### config.mk
export PLATFORM = sky130hd
export DESIGN_NAME = data_mem_arbiter
export DESIGN_NICKNAME = d
export VERILOG_FILES = /design/src/rtl/data_mem_pkg.sv /design/src/rtl/rr_arbiter2.sv /design/src/rtl/data_mem_arbiter.sv
export SDC_FILE = /design/constraint.sdc
export NUM_CORES = 1
export LEC_CHECK = 0
export CORE_MARGIN = 2
export CORE_UTILIZATION = 23
export CTS_CLUSTER_SIZE = 12
export DETAILED_ROUTE_END_ITERATION = 10
export PLACE_DENSITY = 0.85
export SYNTH_ARGS = -nofsm -noshare
export SYNTH_HDL_FRONTEND = slang
export SYNTH_SLANG_ARGS = --single-unit
### constraint.sdc
create_clock -name clk -period 1.7 [get_ports clk]
set_input_delay 0.34 -clock clk [delete_from_list [all_inputs] [get_ports clk]]
set_output_delay 0.34 -clock clk [all_outputs]
set_load 0.05 [all_outputs]
### src/rtl/data_mem_pkg.sv
// Shared constants, owner encoding and address-window check for the data memory arbiter.
package data_mem_pkg;

  localparam int unsigned ADDR_W    = 8;
  localparam int unsigned DATA_W    = 8;
  localparam int unsigned MEM_BASE  = 64;
  localparam int unsigned MEM_LIMIT = 127;

  typedef enum logic {
    OWN_A = 1'b0,
    OWN_B = 1'b1
  } owner_t;

  // True when addr lies inside the legal data-memory window [base, limit].
  function automatic logic in_range(input int unsigned addr,
                                    input int unsigned base  = MEM_BASE,
                                    input int unsigned limit = MEM_LIMIT);
    return (addr >= base) && (addr <= limit);
  endfunction

endpackage

### src/rtl/rr_arbiter2.sv
// Two-way round-robin arbiter. rr_last remembers the most recently granted port so the
// other port wins the next contest; reset leaves B as last so A wins first.
module rr_arbiter2
  import data_mem_pkg::*;
(
  input  logic clk,
  input  logic reset,
  input  logic req_a,
  input  logic req_b,
  output logic gnt_a,
  output logic gnt_b
);

  owner_t rr_last_q;

  // Grant decision: a lone request wins, a contest goes to the port that did not win last.
  always_comb begin
    gnt_a = 1'b0;
    gnt_b = 1'b0;
    if (!reset) begin
      gnt_a = req_a && (!req_b || (rr_last_q == OWN_B));
      gnt_b = req_b && (!req_a || (rr_last_q == OWN_A));
    end
  end

  // Track the last granted port; unchanged on idle cycles.
  always_ff @(posedge clk) begin
    if (reset) begin
      rr_last_q <= OWN_B;
    end else if (gnt_a) begin
      rr_last_q <= OWN_A;
    end else if (gnt_b) begin
      rr_last_q <= OWN_B;
    end
  end

endmodule

### src/rtl/data_mem_arbiter.sv
// Shares a single-port, registered-read data memory between a CPU port (A) and a debug
// port (B). One access is granted per cycle; completion is signalled exactly one cycle
// after the grant on the port that owned it, with an error flag for out-of-window accesses.
module data_mem_arbiter #(
  parameter int unsigned ADDR_W    = data_mem_pkg::ADDR_W,
  parameter int unsigned DATA_W    = data_mem_pkg::DATA_W,
  parameter int unsigned MEM_BASE  = data_mem_pkg::MEM_BASE,
  parameter int unsigned MEM_LIMIT = data_mem_pkg::MEM_LIMIT
) (
  input  logic              clk,
  input  logic              reset,
  // Port A: CPU load/store
  input  logic              a_req,
  input  logic              a_we,
  input  logic [ADDR_W-1:0] a_addr,
  input  logic [DATA_W-1:0] a_wdata,
  output logic              a_gnt,
  output logic              a_done,
  output logic [DATA_W-1:0] a_rdata,
  output logic              a_err,
  // Port B: debug / boot loader
  input  logic              b_req,
  input  logic              b_we,
  input  logic [ADDR_W-1:0] b_addr,
  input  logic [DATA_W-1:0] b_wdata,
  output logic              b_gnt,
  output logic              b_done,
  output logic [DATA_W-1:0] b_rdata,
  output logic              b_err,
  // Data memory
  output logic [ADDR_W-1:0] mem_address,
  output logic [DATA_W-1:0] mem_write_data,
  output logic              mem_write_enable,
  input  logic [DATA_W-1:0] mem_read_data
);

  import data_mem_pkg::*;

  logic              gnt_a;
  logic              gnt_b;
  logic              grant;
  logic [ADDR_W-1:0] sel_addr;
  logic [DATA_W-1:0] sel_wdata;
  logic              sel_we;
  logic              sel_in_range;
  owner_t            sel_owner;

  logic              pend_valid_q;
  owner_t            pend_owner_q;
  logic              pend_we_q;
  logic              pend_err_q;

  logic              own_a;
  logic              own_b;
  logic [DATA_W-1:0] rd_val;

  rr_arbiter2 u_arb (
    .clk   (clk),
    .reset (reset),
    .req_a (a_req),
    .req_b (b_req),
    .gnt_a (gnt_a),
    .gnt_b (gnt_b)
  );

  assign a_gnt = gnt_a;
  assign b_gnt = gnt_b;
  assign grant = gnt_a || gnt_b;

  // Select the granted port's fields; idle cycles park the memory on a harmless read.
  always_comb begin
    sel_addr  = ADDR_W'(MEM_BASE);
    sel_wdata = '0;
    sel_we    = 1'b0;
    sel_owner = OWN_A;
    if (gnt_a) begin
      sel_addr  = a_addr;
      sel_wdata = a_wdata;
      sel_we    = a_we;
      sel_owner = OWN_A;
    end else if (gnt_b) begin
      sel_addr  = b_addr;
      sel_wdata = b_wdata;
      sel_we    = b_we;
      sel_owner = OWN_B;
    end
  end

  // Out-of-window writes never reach the memory.
  always_comb begin
    sel_in_range     = in_range(32'(sel_addr), MEM_BASE, MEM_LIMIT);
    mem_address      = sel_addr;
    mem_write_data   = sel_wdata;
    mem_write_enable = sel_we && sel_in_range;
  end

  // Pending register: remembers who was granted so the response lands one cycle later.
  always_ff @(posedge clk) begin
    if (reset) begin
      pend_valid_q <= 1'b0;
      pend_owner_q <= OWN_A;
      pend_we_q    <= 1'b0;
      pend_err_q   <= 1'b0;
    end else begin
      pend_valid_q <= grant;
      if (grant) begin
        pend_owner_q <= sel_owner;
        pend_we_q    <= sel_we;
        pend_err_q   <= !sel_in_range;
      end
    end
  end

  // Route the completion to the owner; reset in the response cycle swallows the pulse.
  always_comb begin
    own_a   = pend_valid_q && !reset && (pend_owner_q == OWN_A);
    own_b   = pend_valid_q && !reset && (pend_owner_q == OWN_B);
    rd_val  = (!pend_we_q && !pend_err_q) ? mem_read_data : '0;
    a_done  = own_a;
    a_err   = own_a && pend_err_q;
    a_rdata = own_a ? rd_val : '0;
    b_done  = own_b;
    b_err   = own_b && pend_err_q;
    b_rdata = own_b ? rd_val : '0;
  end

endmodule

==> metrics, run 1 <==
status stopped before the end; Stop stage clock tree synthesis (4_1_cts); Stop Error [ERROR DPL-0033] detailed placement checks failed during check placement.; Post-Syn Area around 570 µm²; Syn. warnings 0; postcts setup bufs 1; Initial Util 0.248; Synth Instances 70; Post-CTS Resized 28; H-tree levels 1; post-synthesis register bit count 5; cts bufs inserted 3; cts-stage hold buffer count 0; ranking of synthesized cells by area a22o_2 25%, and3_1 20%, dfxtp_1 18%; sequential share of the synthesized area 0.177; dpl hpwl approximately 2.7 mm; Synth area leader a22o_2; Die Y 53.6 µm; DIE WIDTH 53.6 µm; CTS sink count 5; Port Buf Inserts between 80 and 90; io pins 85; syn_nets between 100 and 150; clk root buf clkbuf_4; Synth Area per Inst a little over 8 µm²; row cnt 17; Placer Congestion 0.738; CTS max path bufs 2; synth unique cells 27; Yosys top cell area share 0.248
per-stage QoR:
step,cells,setup slack [ns],util,TNS (ns),instance area [µm²]
after global placement,190,-0.477,0.907,-13.06,2060
after floorplan,70,-0.214,-,-1.82,756
after detailed placement,190,-0.558,0.907,-15.31,2060
cell families after synthesis:
family | after synthesis | share of synthesized area
simple gates | 34 | 0.354
compound gates | 24 | 0.392
buf+inv | 7 | 0.0774
flops | 5 | 0.177
synthesized netlist by cell type:
cell and number:
and3_1 18, a22o_2 14, dfxtp_1 5, nand2_1 4, nor2_1 4, and2_1 2, clkbuf_2 2, o21ai_0 2
a21bo_1 1, a21boi_0 1, a2bb2oi_1 1, a31o_2 1, a32o_1 1, a32oi_1 1, buf_2 1, buf_4 1
clkbuf_1 1, clkbuf_8 1, inv_2 1, nand2b_1 1, nor2_2 1, nor2b_1 1, nor3b_1 1, nor3b_2 1
o211a_1 1, o211ai_1 1, or2_2 1
==> run 2, diff against run 1 <==
- CORE_AREA: unset -> 2 2 63 65
- CORE_MARGIN: 2 -> unset
- CORE_UTILIZATION: 23 -> unset
- CTS_CLUSTER_SIZE: 12 -> unset
- DIE_AREA: unset -> 0 0 65 67
- PLACE_DENSITY: 0.85 -> unset
- PLACE_DENSITY_LB_ADDON: unset -> 0.15
==> metrics, run 2 <==
Final Hold Vio Count 0; Worst slew margin 0.845; leak pwr 0.943 nW; Yosys top cell area share 0.248 (unchanged); cts-stage hold buffer count 0 (unchanged); DIE WIDTH 65 µm (+21%); Worst Hold Class in -> reg; FMAX 556 MHz; Slew @ Worst Pin 0.231 ns; most numerous cell in the Yosys netlist and3_1; critical path required time around 1.4 ns; share of flip-flops with an asynchronous set or reset 0 (unchanged); share of cells above drive strength 1 0.659; Initial Util 0.157 (-0.0917); router iterations before antenna repair 4; Worst setup SP type flip-flop; vias per inst 4.46; Nets 217; Syn. warnings 0 (unchanged); placed insts 211 (+11%); CTS max path bufs 2 (unchanged); TNS Setup -0.713 ns; Synth area leader a22o_2; Synth Flop Type dfxtp_1; WHS 0.446 ns; vias after detailed routing 973; Power Density 445 nW/µm²; CTS sink count 5 (unchanged); Clk Latency, worst-skew pair 0.23 ns; RSZ-0062 raised after global routing yes; CP Cell Sequence a21bo_1 -> a2bb2oi_2 -> or2_4 -> nor3b_4 -> buf_12; Setup Skew 0.000710 ns; most common cell after layout, fill and taps aside buf_12; H-tree levels 1 (unchanged); Congestion Overflow GR 0; CTS tree built; initial antenna violation count 0; Port Buf Inserts 84 (unchanged); Reg clk slew, reported paths ~0.040 ns; sequential share of the synthesized area 0.177 (unchanged); Antenna Violating Nets Remaining 0; Commonest cells post-synth 18 x and3_1, 14 x a22o_2, 5 x dfxtp_1; failing checks negative setup slack; DP Area 2120 µm² (+2.8%); total track usage 0.142; Critical Path Fanout Max 5; Synth Area per Inst 8.08 µm² (unchanged); 1st-iter DRT viols 28; maxcap violations 0; Crit path largest cell delay 0.33 ns; vias in the first global route 985; Worst EP arrival 1.46 ns; Tmin final 1.80 ns; Final Power 0.990 mW; Setup-failing EPs final 15; Setup WS post-layout -0.0985 ns; EDFF count, synth 0 (unchanged); post-route cell area 2220 µm²; cts bufs inserted 3 (unchanged); fin cells 218; Total Wirelength approximately 3.1 mm; dpl hpwl 2.64 mm (-3.8%); row cnt 22 (+5); Die Y 67 µm (+25%); Critical Path Slowest Stage Cell dfxtp_2; Layout area overhead 293%; Worst Path Buf+Inv 1; Crit path max-delay family simple AND/OR/NAND/NOR gates; Synth Instances 70 (unchanged); Remaining DRCs 0; ranking of synthesized cells by area a22o_2 25%, and3_1 20%, dfxtp_1 18%; fin. max-slew vios 0; Placer Congestion 0.710 (-3.8%); first-pass GRT wire length 4.77 mm; post-synthesis register bit count 5 (unchanged); Crit Path Class reg -> out; post-route clock period utilization 1.06; dpl ws -0.508 ns (+0.0501 ns); Util after Layout 0.617; status finished with violations; Core Box Area 3610 µm²; diodes inserted 0; syn_nets 116 (unchanged); clk root buf clkbuf_8; routed len/inst 14.4 µm; most frequent cells in the layout 40 x buf_12, 39 x clkdlybuf4s50_1, 17 x and3_4, 13 x buf_4, 10 x a22o_4; worst ir drop on vdd between 0.4 and 0.5 mV; largest net degree at the start of global routing 17; io pins 85 (unchanged); CP Capture Type output port; Post-Syn Area 566 µm² (unchanged); synth unique cells 27 (unchanged); Die ar. 4360 µm²
[run 2: timing repair]
item                       4_1_cts  5_1_grt
gates cloned                     1        0
setup buffers                    6        0
gates resized for setup         29        5
pin swaps                        6        4
setup endpoints to repair       39       29
[run 2: worst reg2reg max path, cell delays in order (launching register included)]
cell     delay [ns]
dfxtp_2        0.36
a21bo_1        0.17
nor2_2         0.06
buf_12         0.15
buf_6          0.12
a31o_2         0.21
[run 2: where the power goes]
part           total, mW  switching (mW)  leakage [nW]  internal [mW]
Clock              0.227          0.0655        0.0228          0.162
Sequential         0.136         0.00789        0.0418          0.128
Combinational      0.627           0.282         0.879          0.344
[run 2: final cells by class]
type / count / area, µm²
Clock buffer: 4 / 45.0
Fill cell: 296 / 1380
Inverter: 1 / 3.75
Multi-Input combinational cell: 58 / 637
Sequential cell: 5 / 104
Tap cell: 48 / 60.1
Timing Repair Buffer: 102 / 1380
[run 2: per-layer routing]
layer | part of all wire | wire [µm] | vias to the layer above | GRT usage
met5 | 0 | 0 | - | 0
met4 | 0.014 | 43 | 0 | 0.0638
met3 | 0.053 | 166 | 3 | 0.0118
met1 | 0.35 | 1090 | 460 | 0.144
li1 | - | - | 472 | -
met2 | 0.59 | 1840 | 38 | 0.289
[run 2: final timing paths]
| check | startpoint | cells past startpoint | slack [ns] | end |
|---|---|---|---|---|
| hold / removal | b_req | 3 | 0.45 | u_arb.rr_last_q |
| hold reg to reg | pend_we_q | 2 | 0.46 | pend_we_q |
| setup / recovery | u_arb.rr_last_q | 5 | -0.1 | mem_write_enable |
| setup reg to reg | u_arb.rr_last_q | 5 | 0.52 | pend_owner_q |
[run 2: cells by family (layout without fill, tap and decap cells)]
family	Yosys count	in the layout	synth area share
AOI/OAI and AO/OA	24	24	0.392
buffers and inverters	7	107	0.0774
DFF	5	5	0.177
and+or+nand+nor	34	34	0.354
Note: power is estimated with default switching activity, not from simulation.
